**src/rtl/router_pkg.sv**
```systemverilog
`default_nettype none
// ============================================================================
// Module   : router_pkg
// Purpose  : Shared router definitions: default byte width, header length
//            field position, stored-entry layout (tag + data) and a clog2
//            helper. Used by the packet FIFO, router FSM and synchroniser.
// Revision : 1.0 - initial parametrised release
// ============================================================================
package router_pkg;

    localparam int RTR_DATA_W  = 8;  // default data byte width
    localparam int RTR_LEN_LSB = 2;  // header[LEN_LSB-1:0] is destination address
    localparam int RTR_TAG_W   = 1;  // lfd tag stored alongside each byte

    // One stored FIFO entry at the default byte width.
    typedef struct packed {
        logic                  tag;
        logic [RTR_DATA_W-1:0] data;
    } router_entry_t;

    // Ceiling log2 for parameter arithmetic.
    function automatic int rtr_clog2(input int value);
        int result;
        result = 0;
        while ((1 << result) < value) begin
            result = result + 1;
        end
        return result;
    endfunction

endpackage
`default_nettype wire

```
**src/rtl/router_fifo_pkt_if.sv**
```systemverilog
`default_nettype none
// ============================================================================
// Module   : router_fifo_pkt_if
// Purpose  : Write/read handshake and status bundle of the packet FIFO.
//   master : write side (write_enb, lfd_state, data_in) and read side
//            (read_enb) requests; observes all status/data outputs.
//   slave  : the FIFO; drives data_out, data_valid, hdr_out, pkt_last,
//            pkt_busy, full, empty, almost_full, count.
// Revision : 1.0 - initial release
// ============================================================================
interface router_fifo_pkt_if #(
    parameter int DATA_W = 8,
    parameter int DEPTH  = 16
);
    localparam int CNT_W = $clog2(DEPTH) + 1;

    logic              write_enb;
    logic              lfd_state;
    logic [DATA_W-1:0] data_in;
    logic              read_enb;
    logic [DATA_W-1:0] data_out;
    logic              data_valid;
    logic              hdr_out;
    logic              pkt_last;
    logic              pkt_busy;
    logic              full;
    logic              empty;
    logic              almost_full;
    logic [CNT_W-1:0]  count;

    modport master (
        output write_enb, lfd_state, data_in, read_enb,
        input  data_out, data_valid, hdr_out, pkt_last, pkt_busy,
               full, empty, almost_full, count
    );

    modport slave (
        input  write_enb, lfd_state, data_in, read_enb,
        output data_out, data_valid, hdr_out, pkt_last, pkt_busy,
               full, empty, almost_full, count
    );

endinterface
`default_nettype wire

```
**src/rtl/router_pkt_tracker.sv**
```systemverilog
`default_nettype none
// ============================================================================
// Module   : router_pkt_tracker
// Purpose  : Read-side packet boundary tracker. A header read loads the
//            remaining-byte counter with len+1 (payload + parity); each
//            following untagged read decrements it. Outputs are registered
//            so they line up with the FIFO's registered data_out.
// Ports    : clock, reset, soft_reset   - clock and synchronous clears
//            i_rd_accept                - a FIFO read is taken this cycle
//            i_tag, i_len               - tag bit / length field of that entry
//            o_pkt_last                 - data_out is the packet's parity byte
//            o_pkt_busy                 - bytes of the packet still to come
// Revision : 1.0 - initial release
// ============================================================================
module router_pkt_tracker #(
    parameter int DATA_W  = 8,
    parameter int LEN_LSB = 2
) (
    input  wire logic                      clock,
    input  wire logic                      reset,
    input  wire logic                      soft_reset,
    input  wire logic                      i_rd_accept,
    input  wire logic                      i_tag,
    input  wire logic [DATA_W-LEN_LSB-1:0] i_len,
    output logic                           o_pkt_last,
    output logic                           o_pkt_busy
);
    localparam int REM_W = DATA_W - LEN_LSB + 1;

    logic [REM_W-1:0] r_remaining;

    always_ff @(posedge clock) begin
        if (reset || soft_reset) begin
            r_remaining <= '0;
            o_pkt_last  <= 1'b0;
            o_pkt_busy  <= 1'b0;
        end else if (i_rd_accept) begin
            if (i_tag) begin
                // A header always starts a new packet, even mid-packet.
                r_remaining <= REM_W'(i_len) + REM_W'(1);
                o_pkt_last  <= 1'b0;
                o_pkt_busy  <= 1'b1;
            end else if (r_remaining != '0) begin
                r_remaining <= r_remaining - REM_W'(1);
                o_pkt_last  <= (r_remaining == REM_W'(1));
                o_pkt_busy  <= (r_remaining != REM_W'(1));
            end else begin
                // Stray byte outside any packet: no boundary information.
                o_pkt_last  <= 1'b0;
            end
        end
    end

endmodule
`default_nettype wire

```
**src/rtl/router_fifo_pkt.sv**
```systemverilog
`default_nettype none
// ============================================================================
// Module   : router_fifo_pkt
// Purpose  : Per-destination packet FIFO. Stores {lfd tag, data} entries,
//            registered 1-cycle read, occupancy/flag decode, soft-reset
//            flush and read-side packet boundary tracking.
// Ports    : clock, reset      - clock, synchronous active-high reset
//            soft_reset        - synchronous flush from the router FSM
//            bus (slave)       - write/read handshake, data and status
// Revision : 1.0 - initial release
// ============================================================================
module router_fifo_pkt
    import router_pkg::*;
#(
    parameter int DATA_W    = RTR_DATA_W,
    parameter int DEPTH     = 16,
    parameter int LEN_LSB   = RTR_LEN_LSB,
    parameter int AF_MARGIN = 2
) (
    input  wire logic          clock,
    input  wire logic          reset,
    input  wire logic          soft_reset,
    router_fifo_pkt_if.slave   bus
);
    localparam int AW = $clog2(DEPTH);
    localparam int PW = AW + 1;   // extra MSB is the wrap bit

    logic [DATA_W:0] r_mem [DEPTH];
    logic [PW-1:0]   r_wr_ptr;
    logic [PW-1:0]   r_rd_ptr;

    logic [PW-1:0]   w_count;
    logic [PW-1:0]   w_free;
    logic            w_full;
    logic            w_empty;
    logic            w_clear;
    logic            w_wr_accept;
    logic            w_rd_accept;
    logic [DATA_W:0] w_rd_entry;

    assign w_count     = r_wr_ptr - r_rd_ptr;
    assign w_free      = PW'(DEPTH) - w_count;
    assign w_full      = (w_count == PW'(DEPTH));
    assign w_empty     = (w_count == '0);
    assign w_clear     = reset || soft_reset;

    // No pass-through: a full FIFO refuses writes even if a read frees a slot.
    assign w_wr_accept = bus.write_enb && !w_full  && !w_clear;
    assign w_rd_accept = bus.read_enb  && !w_empty && !w_clear;
    assign w_rd_entry  = r_mem[r_rd_ptr[AW-1:0]];

    assign bus.count       = w_count;
    assign bus.full        = w_full;
    assign bus.empty       = w_empty;
    assign bus.almost_full = (w_free <= PW'(AF_MARGIN));

    // Storage is not cleared on reset; pointers define what is valid.
    always_ff @(posedge clock) begin
        if (w_wr_accept) begin
            r_mem[r_wr_ptr[AW-1:0]] <= {bus.lfd_state, bus.data_in};
        end
    end

    always_ff @(posedge clock) begin
        if (w_clear) begin
            r_wr_ptr       <= '0;
            r_rd_ptr       <= '0;
            bus.data_out   <= '0;
            bus.hdr_out    <= 1'b0;
            bus.data_valid <= 1'b0;
        end else begin
            bus.data_valid <= w_rd_accept;
            if (w_wr_accept) begin
                r_wr_ptr <= r_wr_ptr + PW'(1);
            end
            if (w_rd_accept) begin
                r_rd_ptr     <= r_rd_ptr + PW'(1);
                bus.data_out <= w_rd_entry[DATA_W-1:0];
                bus.hdr_out  <= w_rd_entry[DATA_W];
            end
        end
    end

    router_pkt_tracker #(
        .DATA_W  (DATA_W),
        .LEN_LSB (LEN_LSB)
    ) u_tracker (
        .clock       (clock),
        .reset       (reset),
        .soft_reset  (soft_reset),
        .i_rd_accept (w_rd_accept),
        .i_tag       (w_rd_entry[DATA_W]),
        .i_len       (w_rd_entry[DATA_W-1:LEN_LSB]),
        .o_pkt_last  (bus.pkt_last),
        .o_pkt_busy  (bus.pkt_busy)
    );

endmodule
`default_nettype wire

```
**src/flat_wrapper.sv**
```systemverilog
// flat-port wrapper written by rule: the top's interface ports become plain ports
module router_fifo_pkt_flat import router_pkg::*;
#(
    parameter int DATA_W    = RTR_DATA_W,
    parameter int DEPTH     = 16,
    parameter int LEN_LSB   = RTR_LEN_LSB,
    parameter int AF_MARGIN = 2
)
  (clock, reset, soft_reset, bus_write_enb, bus_lfd_state, bus_data_in, bus_read_enb, bus_data_out, bus_data_valid, bus_hdr_out, bus_pkt_last, bus_pkt_busy, bus_full, bus_empty, bus_almost_full, bus_count);
  router_fifo_pkt_if #(.DATA_W(DATA_W), .DEPTH(DEPTH)) bus_i ();
  input  wire logic clock;
  input  wire logic reset;
  input  wire logic soft_reset;
  input wire logic [$bits(bus_i.write_enb)-1:0] bus_write_enb;
  input wire logic [$bits(bus_i.lfd_state)-1:0] bus_lfd_state;
  input wire logic [$bits(bus_i.data_in)-1:0] bus_data_in;
  input wire logic [$bits(bus_i.read_enb)-1:0] bus_read_enb;
  output wire logic [$bits(bus_i.data_out)-1:0] bus_data_out;
  output wire logic [$bits(bus_i.data_valid)-1:0] bus_data_valid;
  output wire logic [$bits(bus_i.hdr_out)-1:0] bus_hdr_out;
  output wire logic [$bits(bus_i.pkt_last)-1:0] bus_pkt_last;
  output wire logic [$bits(bus_i.pkt_busy)-1:0] bus_pkt_busy;
  output wire logic [$bits(bus_i.full)-1:0] bus_full;
  output wire logic [$bits(bus_i.empty)-1:0] bus_empty;
  output wire logic [$bits(bus_i.almost_full)-1:0] bus_almost_full;
  output wire logic [$bits(bus_i.count)-1:0] bus_count;
  assign bus_i.write_enb = bus_write_enb;
  assign bus_i.lfd_state = bus_lfd_state;
  assign bus_i.data_in = bus_data_in;
  assign bus_i.read_enb = bus_read_enb;
  assign bus_data_out = bus_i.data_out;
  assign bus_data_valid = bus_i.data_valid;
  assign bus_hdr_out = bus_i.hdr_out;
  assign bus_pkt_last = bus_i.pkt_last;
  assign bus_pkt_busy = bus_i.pkt_busy;
  assign bus_full = bus_i.full;
  assign bus_empty = bus_i.empty;
  assign bus_almost_full = bus_i.almost_full;
  assign bus_count = bus_i.count;
  router_fifo_pkt #(.DATA_W(DATA_W), .DEPTH(DEPTH), .LEN_LSB(LEN_LSB), .AF_MARGIN(AF_MARGIN)) u_core (.clock(clock), .reset(reset), .soft_reset(soft_reset), .bus(bus_i));
endmodule
```
**config.mk**
```make
export PLATFORM = sky130hd
export DESIGN_NAME = router_fifo_pkt_flat
export DESIGN_NICKNAME = d
export VERILOG_FILES = /design/src/rtl/router_pkg.sv /design/src/rtl/router_fifo_pkt_if.sv /design/src/rtl/router_pkt_tracker.sv /design/src/rtl/router_fifo_pkt.sv /design/src/flat_wrapper.sv
export SDC_FILE = /design/constraint.sdc
export NUM_CORES = 1
export LEC_CHECK = 0
export BUFFER_PORTS_ARGS = -buffer_cell sky130_fd_sc_hd__buf_4
export CAP_MARGIN = 0
export CORE_ASPECT_RATIO = 0.8
export CORE_MARGIN = 2
export CORE_UTILIZATION = 30
export CTS_BUF_LIST = sky130_fd_sc_hd__clkbuf_4 sky130_fd_sc_hd__clkbuf_8
export CTS_CLUSTER_DIAMETER = 50
export DETAILED_ROUTE_END_ITERATION = 12
export SETUP_SLACK_MARGIN = 0.3
export SYNTH_ARGS = -nofsm -noshare
export SYNTH_HDL_FRONTEND = slang
export SYNTH_SLANG_ARGS = --single-unit
```
**constraint.sdc**
```tcl
create_clock -name clock -period 6.5 [get_ports clock]
set_clock_uncertainty 0.15 [all_clocks]
set_input_delay 0.325 -clock clock [delete_from_list [all_inputs] [get_ports clock]]
set_output_delay 0.325 -clock clock [all_outputs]
set_load 0.005 [all_outputs]
```
; After elaboration in Yosys (flattened, before gate mapping)
; Memory sizes are Yosys's and may differ from the RTL's. A register that Yosys moved wholly into a read port is not among the register bits.
; Cells that the tools add are included.
[classes]
n_addsub = 6
magnitude_cmp = 1
eq_ne = 3
n_mux = 10
reduce_logical = 12
[op_table]
columns = operator, n
row1 = 7-bit two-way mux, 2
row2 = "5-bit by 1-bit adder with 5-bit output, second input constant", 2
row3 = 4-bit two-way mux, 2
row4 = "6-bit by 1-bit adder with 7-bit output, second input constant", 1
row5 = "7-bit by 1-bit equality test with 1-bit output, second input constant", 1
row6 = "7-bit by 1-bit != test with 1-bit output, second input constant", 1
row7 = 7-bit nonzero test, 1
row8 = "7-bit by 1-bit subtractor with 7-bit output, second input constant", 1
row9 = 1-bit two-way mux, 6
row10 = "5-bit equality test, second input constant", 1
row11 = "5-bit by 2-bit <= comparator with 1-bit output, second input constant", 1
row12 = 5-bit logical NOT, 1
row13 = 5-bit subtractor, 1
row14 = "5-bit subtractor, first input constant", 1
row15 = 1-bit logical AND, 4
row16 = 1-bit logical NOT, 3
row17 = 2-bit AND reduction, 1
row18 = 2-bit nonzero test, 1
row19 = 1-bit logical OR, 1
[word_totals]
ff_bits = 29
ram_bits = 144
input_bits = 14
elab_cells = 41
memories = 1
[mem_list]
columns = name, words, width, read_ports, rd_ports_with_merged_regs, wr, line_no
row1 = u_core.r_mem, 16, 9, 1, 1, 1, router_fifo_pkt.sv:28  ; logic [DATA_W:0] r_mem [DEPTH];

; Logic depth before layout (Yosys ltp)
[depth]
word_depth = 7
mapped_depth = 14

; Hierarchy
; Synthesis repeated with hierarchy kept, for this count alone.
[unflattened]
hier_cells = 506
hier_area_um2 = 7482.2
[modules_own_cells]
columns = mod, n_inst, cells_per_inst, area_per_inst_um2, seq_area_each_um2
row1 = router_fifo_pkt, 1, 423, 6841.6, 4804.6
row2 = router_pkt_tracker, 1, 83, 640.6, 180.2

; Least setup slack after synthesis
; OpenSTA, ideal clock, no wires.
[synth_timing]
path_type = flip-flop to flip-flop
start = register u_core.r_wr_ptr[0]
end = memory u_core.r_mem[3][0] (netlist name) (enable)
setup_time_ns = 0.387
t_arrival_ns = 3.068
t_required_ns = 5.963
setup_slack_ns = 2.895
path_stages_with_launch = 13
synth_period_minus_slack_ns = 3.605
cell_sequence = dfxtp_1 inv_1 ha_1 fa_1 nor2b_1 o21ai_0 nand2b_1 xor2_1 inv_1 ha_1 nor3b_2 nand2_1 nor3_1
[synth_via]
elab_chain_cells = 7
[synth_lines]
columns = element, line_no
row1 = start: declaration, router_fifo_pkt.sv:29  ; logic [PW-1:0] r_wr_ptr;
row2 = start signal: assignment, router_fifo_pkt.sv:74  ; r_wr_ptr <= r_wr_ptr + PW'(1);
row3 = 5-bit subtractor, router_fifo_pkt.sv:41  ; assign w_count = r_wr_ptr - r_rd_ptr;
row4 = net bus_count[4], flat_wrapper.sv:26  ; output wire logic [$bits(bus_i.count)-1:0] bus_count;
row5 = 5-bit equality test, router_fifo_pkt.sv:43  ; assign w_full = (w_count == PW'(DEPTH));
row6 = net bus_full, flat_wrapper.sv:23  ; output wire logic [$bits(bus_i.full)-1:0] bus_full;
row7 = 1-bit logical NOT, router_fifo_pkt.sv:48  ; assign w_wr_accept = bus.write_enb && !w_full && !w_clear;
row8 = 1-bit logical AND (2 in a row), router_fifo_pkt.sv:48
row9 = 1-bit two-way mux, router_fifo_pkt.sv:59  ; if (w_wr_accept) begin
row10 = 1-bit two-way mux (not written as such), router_fifo_pkt.sv:60  ; r_mem[r_wr_ptr[AW-1:0]] <= {bus.lfd_state, bus.data_in};
row11 = end: declaration, router_fifo_pkt.sv:28
; The timed path passes the listed nets, and every way through them passes these cells.

; Worst setup path in the final report
[layout_timing]
start = register u_core.r_wr_ptr[0]
end = memory u_core.r_mem[4][2] (netlist name) (enable)
[layout_via]
elab_chain_cells = 7
[layout_lines]
columns = element, line_no
row1 = 5-bit subtractor, router_fifo_pkt.sv:41
row2 = 5-bit equality test, router_fifo_pkt.sv:43
row3 = 1-bit logical NOT, router_fifo_pkt.sv:48
row4 = 1-bit logical AND (2 in a row), router_fifo_pkt.sv:48
row5 = 1-bit two-way mux, router_fifo_pkt.sv:59
row6 = 1-bit two-way mux (not written as such), router_fifo_pkt.sv:60
; Several ways; a longest one is shown, not always the timed one.

==> flow_summary_export.csv <==
group,metric,value,unit
floorplanning,die_w,179,µm
synth,synthMuxAreaShare,12.8,%
detailed_routing,drt_iter0_markers,385,
power,total_power,0.00208,W
floorplanning,die_y,144,µm
placed_design,dp_hpwl,10.3,mm
outcome,status,"completed",
clock_network,clk_pin_slew,0.09,ns
synth,synthesis.nets,489,
finish,drive_above_1_share,21.9,%
finish,antenna_cells,0,
setup_path,worst-path-buf-inv,2,
sta,slew_headroom,25.1,%
setup_path,end_kind,"flop",
setup_path,path_delay_family,"simple AND/OR/NAND/NOR gates",
hold_path,hold_depth,1,
synth,synth_fa_ha_area_share,3.17,%
clock_network,htree_levels,4,
detailed_routing,vias,3982,
hold_path,worstHoldStart,"bus_data_in[4]",
floorplanning,io_pins,34,
floorplanning,coreArea,24200,µm²
synth,synth_top_area_share,58.8,%
synth,synthTopCellsByCount,"144 x edfxtp_1, 40 x mux4_2, 36 x nor2_1, 35 x nand2_1, 33 x dfxtp_1",
clock_network,clock-sinks,177,
synth,synth_simple_gate_area_share,6.88,%
power,peakVddDrop,147,µV
sta,slew_violations,0,
grt,grt_max_degree,34,
grt,grt_usage,12.5,%
setup_path,critical_path_class,"reg -> reg",
hold_path,hold_class,"in -> reg",
synth,synth_top_family_by_area,"multiplexers",
placed_design,port_buffers,33,
finish,fin_nets,526,
synth,ys_seq_area_share,67.8,%
clock_network,clockBufferDepth,2,
synth,async_flop_share,0,%
synth,synthCells,457,
setup_path,crit_start,"u_core.r_wr_ptr[0]$_SDFFE_PP0P_",
clock_network,cts_root_buffer,"clkbuf_8",
setup_path,cp-start-kind,"flop",
setup_path,worstRegToRegCells,12,
floorplanning,rows,51,
synth,synth_edf_count,144,
sta,period_share,61.6,%
synth,synthFlopType,"edfxtp_1",
power,power.leakage,2.65,nW
finish,synthToLayoutAreaGrowth,12.9,%
sta,tightest_slew,1.12,ns
detailed_routing,drc,0,
synth,synth_compound_area_share,4.65,%
synth,syn_area_per_cell,16.1,µm²
synth,synth_top_cells_by_area,"edfxtp_1 59%, mux4_2 12%, dfxtp_1 9.0%, ha_1 2.9%, nor2_1 1.8%",
synth,ys_types,49,
setup_path,arrival,3.93,ns
grt,grt_pass1_wl,23.3,mm
sta,max_freq,250,MHz
grt,grt_overflow,0,
detailed_routing,wl_per_cell,18.5,µm
setup_path,path_depth,12,
synth,synth_xor_area_share,2.33,%
run,maxCapViolations,0,
placed_design,finalWeightedCongestion,0.795,
setup_path,crit_slowest_cell,"nor2_1",
floorplanning,start_util,30.4,%
detailed_routing,via_per_inst,4.83,
sta,rsz0062_at_grt,"no",
sta,finalSetupViolCount,0,
synth,synth_seq_cells,177,
clock_network,cts_setup_buffers,0,
synth,syn_area,7350,µm²
setup_path,crit_required,6.43,ns
clock_network,cts_tree,"yes",
detailed_routing,routed_wl,15.3,mm
clock_network,worstSkewPairLatency,0.46,ns
setup_path,crit_chain,"inv_1 -> ha_1 -> fa_1 -> nor2b_1 -> o21ai_0 -> nand2b_1 -> xor2_1 -> inv_1 -> ha_1 -> nor3b_2 -> nand2_1 -> nor2_1",
grt,antenna_found_initial,0,
floorplanning,dieArea,25800,µm²
detailed_routing,dr.pass1.iters,4,
setup_path,rr_startpoint,"u_core.r_wr_ptr[0]$_SDFFE_PP0P_",
synth,yosysTopAreaCell,"edfxtp_1",
sta,fin_tns_setup,0,ns
clock_network,cts-buffers-inserted,17,
sta,min_period,4.00,ns
synth,synth.most_common_cell,"edfxtp_1",
sta,hold_violations,0,
setup_path,cp_max_fo,9,
grt,grt_pass1_vias,3956,
synth,ys_warn_count,0,
setup_path,cpPeakStageDelay,0.80,ns
power,power.density,251,nW/µm²
detailed_routing,postRouteAntennaNets,0,
==> registers in the layout (all words and copies together) (netlist names), 5 cells and up, named ones only <==
| name | flops |
|---|---|
| u_core.r_mem | 144 |
| u_core.r_wr_ptr | 5 |
| u_core.bus.data_out | 8 |
| u_core.r_rd_ptr | 5 |
| u_core.u_tracker.r_remaining | 7 |
==> final cells by class <==
class,instances,area (µm²)
Clock inverter,14,118
Inverter,14,52.6
Multi-Input combinational cell,244,2200
Sequential cell,177,4990
Timing Repair Buffer,40,308
Clock buffer,17,234
Fill cell,2247,15900
Tap cell,318,398
==> cells by family (layout without fill, tap and decap cells) <==
kind of cell / Yosys count / count (layout)
DFF: 177 / 177
buffers and inverters: 36 / 85
AOI/OAI and AO/OA: 54 / 54
adders and majority gates: 18 / 18
muxes: 44 / 44
and+or+nand+nor: 110 / 110
xor gates and xnor gates: 18 / 18
==> final timing paths <==
kind	to	slack (ns)
min reg2reg	u_core.bus.data_out[0]$_SDFFE_PP0P_	0.31
max reg2reg	u_core.r_mem[4][2]$_DFFE_PP_	2.50
min	u_core.r_mem[5][4]$_DFFE_PP_	0.04
max	u_core.r_mem[4][2]$_DFFE_PP_	2.50
==> worst reg2reg max path, cell delays in order, from the launching register on <==
cell and delay (ns):
dfxtp_1 0.43, inv_1 0.12, ha_1 0.23, fa_1 0.41, nor2b_1 0.11, o21ai_0 0.07, nand2b_1 0.10, xor2_1 0.20
inv_1 0.09, ha_1 0.22, nor3b_2 0.46, nand2_1 0.24, nor2_1 0.80
==> timing repair <==
action	CTS	global route
hold buffers	3	0
setup endpoints to repair	0	0
hold endpoints to repair	2	0
resized for setup	0	0
==> where the power goes <==
part | switching [W] | leakage, nW | internal, W
sequential | 0.00000510 | 1.56 | 0.00123
clock | 0.000389 | 0.179 | 0.000299
combinational | 0.0000932 | 0.913 | 0.0000663
total | 0.000487 | 2.65 | 0.00159
==> layout by cell type, fill, tap and decap left out, drive strengths merged, types with 11 or more instances in the layout <==
master and instances:
edfxtp 144, dfxtp 33, nand2 35, a21oi 20, inv 16, buf 37, clkbuf 17, ha 17
clkinv 11, mux4 40, nor2 37
==> stage by stage <==
step | setup WS (ns) | utilization (%) | std cells | cell area [µm²] | hold WS (ns)
after global placement | 2.34 | 32.7 | 790 | 7910 | 0.298
final | 2.50 | 34.3 | 824 | 8300 | 0.0413
after floorplan | 2.90 | - | 457 | 7350 | 0.274
after global routing | 2.15 | 34.3 | 824 | 8300 | 0.0105
after CTS | 2.22 | 34.3 | 824 | 8290 | 0.0148
after detailed placement | 2.27 | 32.7 | 790 | 7910 | 0.301
==> per-layer routing <==
metal	global-route usage, %	routed length, µm
met1	17.4	7120
met2	18.5	6950
met3	4.00	942
met4	4.15	249
met5	0	0
No activity file was read; power rests on OpenSTA's default activity.
